### src/rtl/operand_loader_if.sv
// Operand bus from the loader to the add/sub stage.
// Carries the captured operands, operation select and the valid flag.
// No backpressure: the consumer samples whenever valid is high.
interface operand_loader_if;
  logic [7:0] ina;
  logic [7:0] inb;
  logic       mode;
  logic       valid;

  // Loader side drives the operands.
  modport master (output ina, output inb, output mode, output valid);

  // Adder side only observes them.
  modport slave (input ina, input inb, input mode, input valid);
endinterface

### src/rtl/operand_loader.sv
// Captures operand A, then operand B plus mode, from switches on debounced key presses.
// Latency: key_n fall at edge t -> press at t+3+DEBOUNCE_CYCLES -> capture at t+4+DEBOUNCE_CYCLES.
// No backpressure: outputs hold until the next accepted press; the consumer samples at will.
module operand_loader #(
  parameter int DEBOUNCE_CYCLES = 1000000
) (
  input  logic                clock,
  input  logic                reset,
  input  logic [7:0]          sw,
  input  logic                mode_sw,
  input  logic                key_n,
  operand_loader_if.master    bus,
  output logic [1:0]          state,
  output logic                press
);

  localparam int CNT_W = (DEBOUNCE_CYCLES > 2) ? $clog2(DEBOUNCE_CYCLES) : 1;
  localparam logic [CNT_W-1:0] CNT_LAST = CNT_W'(DEBOUNCE_CYCLES - 1);

  typedef enum logic [1:0] {
    WAIT_A = 2'b00,
    WAIT_B = 2'b01,
    READY  = 2'b10,
    UNUSED = 2'b11
  } state_t;

  // Synchronizer, debounce and edge-detect state.
  logic             key_m;
  logic             key_s;
  logic             key_db;
  logic             key_db_q;
  logic [CNT_W-1:0] cnt;

  // FSM and capture registers.
  state_t     state_q;
  state_t     state_d;
  logic       load_a;
  logic       load_b;
  logic       valid_c;
  logic [7:0] ina_q;
  logic [7:0] inb_q;
  logic       mode_q;

  // Two-flop synchronizer; idles high so a released key reads as not pressed.
  always_ff @(posedge clock or negedge reset) begin
    if (!reset) begin
      key_m <= 1'b1;
      key_s <= 1'b1;
    end else begin
      key_m <= key_n;
      key_s <= key_m;
    end
  end

  // Accept a new key level only after DEBOUNCE_CYCLES consecutive differing samples;
  // any sample matching the current level restarts the count.
  always_ff @(posedge clock or negedge reset) begin
    if (!reset) begin
      key_db <= 1'b1;
      cnt    <= '0;
    end else if (key_s == key_db) begin
      cnt <= '0;
    end else if (cnt == CNT_LAST) begin
      key_db <= key_s;
      cnt    <= '0;
    end else begin
      cnt <= cnt + CNT_W'(1);
    end
  end

  // One-cycle pulse on the debounced falling edge only; release and hold give nothing.
  always_ff @(posedge clock or negedge reset) begin
    if (!reset) begin
      key_db_q <= 1'b1;
      press    <= 1'b0;
    end else begin
      key_db_q <= key_db;
      press    <= key_db_q & ~key_db;
    end
  end

  // FSM state register.
  always_ff @(posedge clock or negedge reset) begin
    if (!reset) begin
      state_q <= WAIT_A;
    end else begin
      state_q <= state_d;
    end
  end

  // Next state: advance only on accepted presses; the spare encoding recovers to WAIT_A.
  always_comb begin
    state_d = state_q;
    case (state_q)
      WAIT_A:  if (press) state_d = WAIT_B;
      WAIT_B:  if (press) state_d = READY;
      READY:   if (press) state_d = WAIT_B;
      default: state_d = WAIT_A;
    endcase
  end

  // Output decode: which operand to load this cycle, and whether the pair is complete.
  // A press in READY loads a fresh A so a new calculation starts immediately.
  always_comb begin
    load_a  = 1'b0;
    load_b  = 1'b0;
    valid_c = 1'b0;
    case (state_q)
      WAIT_A:  load_a = press;
      WAIT_B:  load_b = press;
      READY: begin
        valid_c = 1'b1;
        load_a  = press;
      end
      default: begin
        load_a  = 1'b0;
        load_b  = 1'b0;
        valid_c = 1'b0;
      end
    endcase
  end

  // Operand capture; switch values are sampled only on the press cycle edge.
  always_ff @(posedge clock or negedge reset) begin
    if (!reset) begin
      ina_q  <= 8'h00;
      inb_q  <= 8'h00;
      mode_q <= 1'b0;
    end else begin
      if (load_a) begin
        ina_q <= sw;
      end
      if (load_b) begin
        inb_q  <= sw;
        mode_q <= mode_sw;
      end
    end
  end

  assign bus.ina   = ina_q;
  assign bus.inb   = inb_q;
  assign bus.mode  = mode_q;
  assign bus.valid = valid_c;
  assign state     = state_q;

endmodule

### src/flat_wrapper.sv
// flat-port wrapper written by rule: the top's interface ports become plain ports
module operand_loader_flat 
#(
  parameter int DEBOUNCE_CYCLES = 1000000
)
  (clock, reset, sw, mode_sw, key_n, state, press, bus_ina, bus_inb, bus_mode, bus_valid);
  operand_loader_if bus_i ();
  input  logic clock;
  input  logic reset;
  input  logic [7:0] sw;
  input  logic mode_sw;
  input  logic key_n;
  output logic [1:0] state;
  output logic press;
  output wire logic [$bits(bus_i.ina)-1:0] bus_ina;
  output wire logic [$bits(bus_i.inb)-1:0] bus_inb;
  output wire logic [$bits(bus_i.mode)-1:0] bus_mode;
  output wire logic [$bits(bus_i.valid)-1:0] bus_valid;
  assign bus_ina = bus_i.ina;
  assign bus_inb = bus_i.inb;
  assign bus_mode = bus_i.mode;
  assign bus_valid = bus_i.valid;
  operand_loader #(.DEBOUNCE_CYCLES(DEBOUNCE_CYCLES)) u_core (.clock(clock), .reset(reset), .sw(sw), .mode_sw(mode_sw), .key_n(key_n), .bus(bus_i), .state(state), .press(press));
endmodule
### config.mk
export PLATFORM = sky130hd
export DESIGN_NAME = operand_loader_flat
export DESIGN_NICKNAME = d
export VERILOG_FILES = /design/src/rtl/operand_loader_if.sv /design/src/rtl/operand_loader.sv /design/src/flat_wrapper.sv
export SDC_FILE = /design/constraint.sdc
export NUM_CORES = 1
export LEC_CHECK = 0
export CORE_MARGIN = 8
export CORE_UTILIZATION = 30
export DETAILED_ROUTE_END_ITERATION = 10
export SLEW_MARGIN = 30
export SYNTH_ARGS = -nofsm -noshare
export SYNTH_HDL_FRONTEND = slang
export SYNTH_SLANG_ARGS = --single-unit
### constraint.sdc
create_clock -name clock -period 2.3 [get_ports clock]
set_clock_uncertainty 0.05 [all_clocks]
set_input_delay 0.575 -clock clock [delete_from_list [all_inputs] [get_ports clock]]
set_output_delay 0.575 -clock clock [all_outputs]
set_load 0.1 [all_outputs]
==> summary.md <==
| Metric | Value |
|---|---|
| Number of nets produced by synthesis | between 150 and 200 |
| Post_cts resized | 0 |
| Reg-to-reg critical path endpoint | u_core.cnt[14] |
| Commonest non-fill, non-tap cell in the layout | sky130_fd_sc_hd__dfrtp_1 |
| Post-detailed-route via-to-cell ratio | 4.77 |
| Die area | 0.00915 mm2 |
| Average cell area after synthesis | approximately 12 um2 |
| Clock Path Buffers | 2 |
| Post CTS Setup Buffer Count | 0 |
| Total Power Consumption | 1.60 mW |
| Total power per unit cell area | roughly 670 mW/mm2 |
| Transition time of the tightest slew-check pin | between 0.6 and 0.7 ns |
| Clock Sinks | 44 |
| CP startpoint | u_core.cnt[0] |
| Pin count of the biggest net entering global routing | 45 |
| Clock Latency Late Sink | 0.30 ns |
| Global router's overall resource usage | 0.0890 |
| Final critical-path setup slack | 0.444 ns |
| Capturing element of the worst setup path | u_core.cnt[14] |
| Std cell rows | 29 |
| Min-Delay Path Class | primary input to async pin |
| Crit share post-route | 0.807 |
| Dpl hpwl | 2780 um |
| Clock transition at the registers of the reported paths | 0.08 ns |
| Final Hold Vio Count | 0 |
| Max rail drop VDD | between 0.3 and 0.4 mV |
| Die boundary width | ~96 um |
| Setup TNS after final layout | 0 ns |
| Max_slew headroom | 0.587 |
| Number of warnings printed during yosys synthesis | 0 |
| Min Tclk post-route | 1.86 ns |
| F_max | 539 MHz |
| Synthesized netlist cell count | 160 |
| Critical path type | flip-flop to flip-flop |
| Final weighted congestion of routability-driven global placement | roughly 0.75 |
| Worst slack at placement | 0.462 ns |
| Routed wirelength normalized by instance count | 13.8 um |
| Number of H-tree levels | 2 |
| Number of nets with antenna violations after detailed routing | 0 |
| Combined flip-flop and latch cell area | 0.00111 mm2 |
| Max-cap viol count | 0 |
| Fraction of synthesis flops using an asynchronous set or reset pin | 1.00 |
| Port Buffers | 32 |
| Boundary Pins | 33 |
| Setup repair after global routing missed its margin | no |
| LEAKAGE | approximately 1 nW |
| Starting density of the core | 0.305 |
| Flip-flop and latch count after synthesis | 44 |
| Combined area of all synthesized cells | 0.00190 mm2 |
| Layout cells sized above 1 | 0.318 |
| Count of final max-slew check failures | 0 |
| Vias in the first global route | approximately 1400 |
| Critical path startpoint category | flip-flop |
| Final-stage net count | between 200 and 250 |
| Reg-to-reg slack, setup | 0.44 ns |
| Global-route wire length before repair | 6470 um |
| Chip height | roughly 96 um |
| Count of antenna diodes in the layout | 0 |
| Worst R2R Path Depth | 5 |
| Core area | 0.00624 mm2 |
| Post-synth EDFFs | 0 |
| Start of the worst register-to-register path | u_core.cnt[0] |
| Worst Setup End Kind | flip-flop |
| Data required time of the worst path | between 2 and 2.5 ns |
| Sum of routed wire length over all layers | 3790 um |
| DR pass1 iterations | 5 |
| Clock tree from TritonCTS | built |
| Antenna violations before repair | 0 |
| Utilization after layout | 0.385 |
| Most used cells in the layout excluding fill and tap cells | 40 x sky130_fd_sc_hd__dfrtp_1, 23 x sky130_fd_sc_hd__buf_4, 18 x sky130_fd_sc_hd__mux2_2 |
| Total CTS buffers | 5 |
| GR Overflow Total | 0 |
| Fraction of the yosys area taken by sequential cells | 0.581 |
| Biggest fanout along the worst timing path | 4 |
| Routed vias | ~1300 |
| Syn-to-layout area delta | 26.1% |
| Total DRC errors in the routed layout | 0 |
| Setup violation total in the final timing report | 0 |
| Commonest register cell after synthesis | sky130_fd_sc_hd__dfrtp_1 |
| WHS | 0.284 ns |
| Endpoint arrival time on the critical path | 2.03 ns |
| Number of filler cells placed in the layout | 605 |
| Status | finished, final reports clean |
| Clk Tree Root Cell | sky130_fd_sc_hd__clkbuf_8 |
| Area occupied by multi-input gates | approximately 800 um2 |
| Hold-fix buffers, CTS | 0 |
| Violation count after the first detailed-routing iteration | 73 |
| Yosys cell types | 32 |
final cells by class:
class,count,area share
flip-flops and latches,44,0.460
multi-input cells,108,0.324
repair buffers,35,0.124
well taps,77,0.0401
clock buffers,5,0.0286
clock inverters,3,0.0177
inverters,3,0.00469
synthesized netlist by cell type, types with 4 or more instances:
library cell | instances | share of area
sky130_fd_sc_hd__a21oi_1 | 4 | 0.011
sky130_fd_sc_hd__clkbuf_1 | 4 | 0.0079
sky130_fd_sc_hd__dfrtp_1 | 40 | 0.53
sky130_fd_sc_hd__dfstp_2 | 4 | 0.055
sky130_fd_sc_hd__mux2_2 | 18 | 0.11
sky130_fd_sc_hd__nand2_1 | 8 | 0.016
sky130_fd_sc_hd__nand3_1 | 8 | 0.021
sky130_fd_sc_hd__nand4_1 | 4 | 0.013
sky130_fd_sc_hd__nor2_1 | 15 | 0.030
sky130_fd_sc_hd__nor3_1 | 4 | 0.011
sky130_fd_sc_hd__o21ai_0 | 5 | 0.013
sky130_fd_sc_hd__xnor2_1 | 7 | 0.032
sky130_fd_sc_hd__xor2_1 | 6 | 0.028
worst min-delay path by stage:
stage | cells after the start | start | endpoint
after global placement | 0 | u_core.key_m | u_core.key_s
after CTS | 2 | reset | u_core.cnt[17]
final | 2 | reset | u_core.bus.ina[3]
after detailed placement | 0 | u_core.key_m | u_core.key_s
after floorplan | 0 | reset | u_core.bus.ina[0]
after global routing | 0 | u_core.key_m | u_core.key_s
routing by layer:
| metal | vias to the layer above | track usage | share of wire |
|---|---|---|---|
| met5 | - | 0 | 0 |
| met3 | 8 | 0.0378 | 0.097 |
| met4 | 0 | 0.0371 | 0.019 |
| met1 | 629 | 0.105 | 0.44 |
| li1 | 639 | - | - |
| met2 | 36 | 0.139 | 0.45 |
state kept, by name (all words and copies together), names as in the netlist:
register,flops
u_core.key_m,1
u_core.state,2
u_core.key_db_q,1
u_core.bus.ina,8
u_core.bus.inb,8
u_core.key_db,1
u_core.press,1
u_core.bus.mode,1
u_core.cnt,20
u_core.key_s,1
per-stage QoR:
| step | std cells | instance area [um2] |
|---|---|---|
| after global placement | 267 | 2290 |
| final | 275 | 2400 |
| after CTS | 275 | 2400 |
| after floorplan | 160 | 1910 |
| after detailed placement | 267 | 2290 |
| after global routing | 275 | 2400 |
cell families (layout without fill, tap and decap cells):
family,count (synthesis),count (layout),synth area share
AOI/OAI and AO/OA,14,14,0.0453
xor gates and xnor gates,13,13,0.0598
adders and majority gates,1,1,0.00657
buffers and inverters,8,46,0.0164
DFF,44,44,0.581
muxes,18,18,0.106
and+or+nand+nor,62,62,0.185
power by group:
part	total [mW]	leakage, nW	internal [mW]	switching, mW
logic	0.209	0.395	0.0539	0.155
clock network	0.587	0.0541	0.321	0.266
registers	0.808	0.559	0.796	0.0121
critical path, stage by stage (launching register included):
cell and delay (ns):
sky130_fd_sc_hd__dfrtp_1 0.39, sky130_fd_sc_hd__ha_1 0.21, sky130_fd_sc_hd__nand2_1 0.10, sky130_fd_sc_hd__or4_4 0.55, sky130_fd_sc_hd__or3_1 0.33, sky130_fd_sc_hd__a21oi_2 0.15
Power figures use the tool's default switching activity.
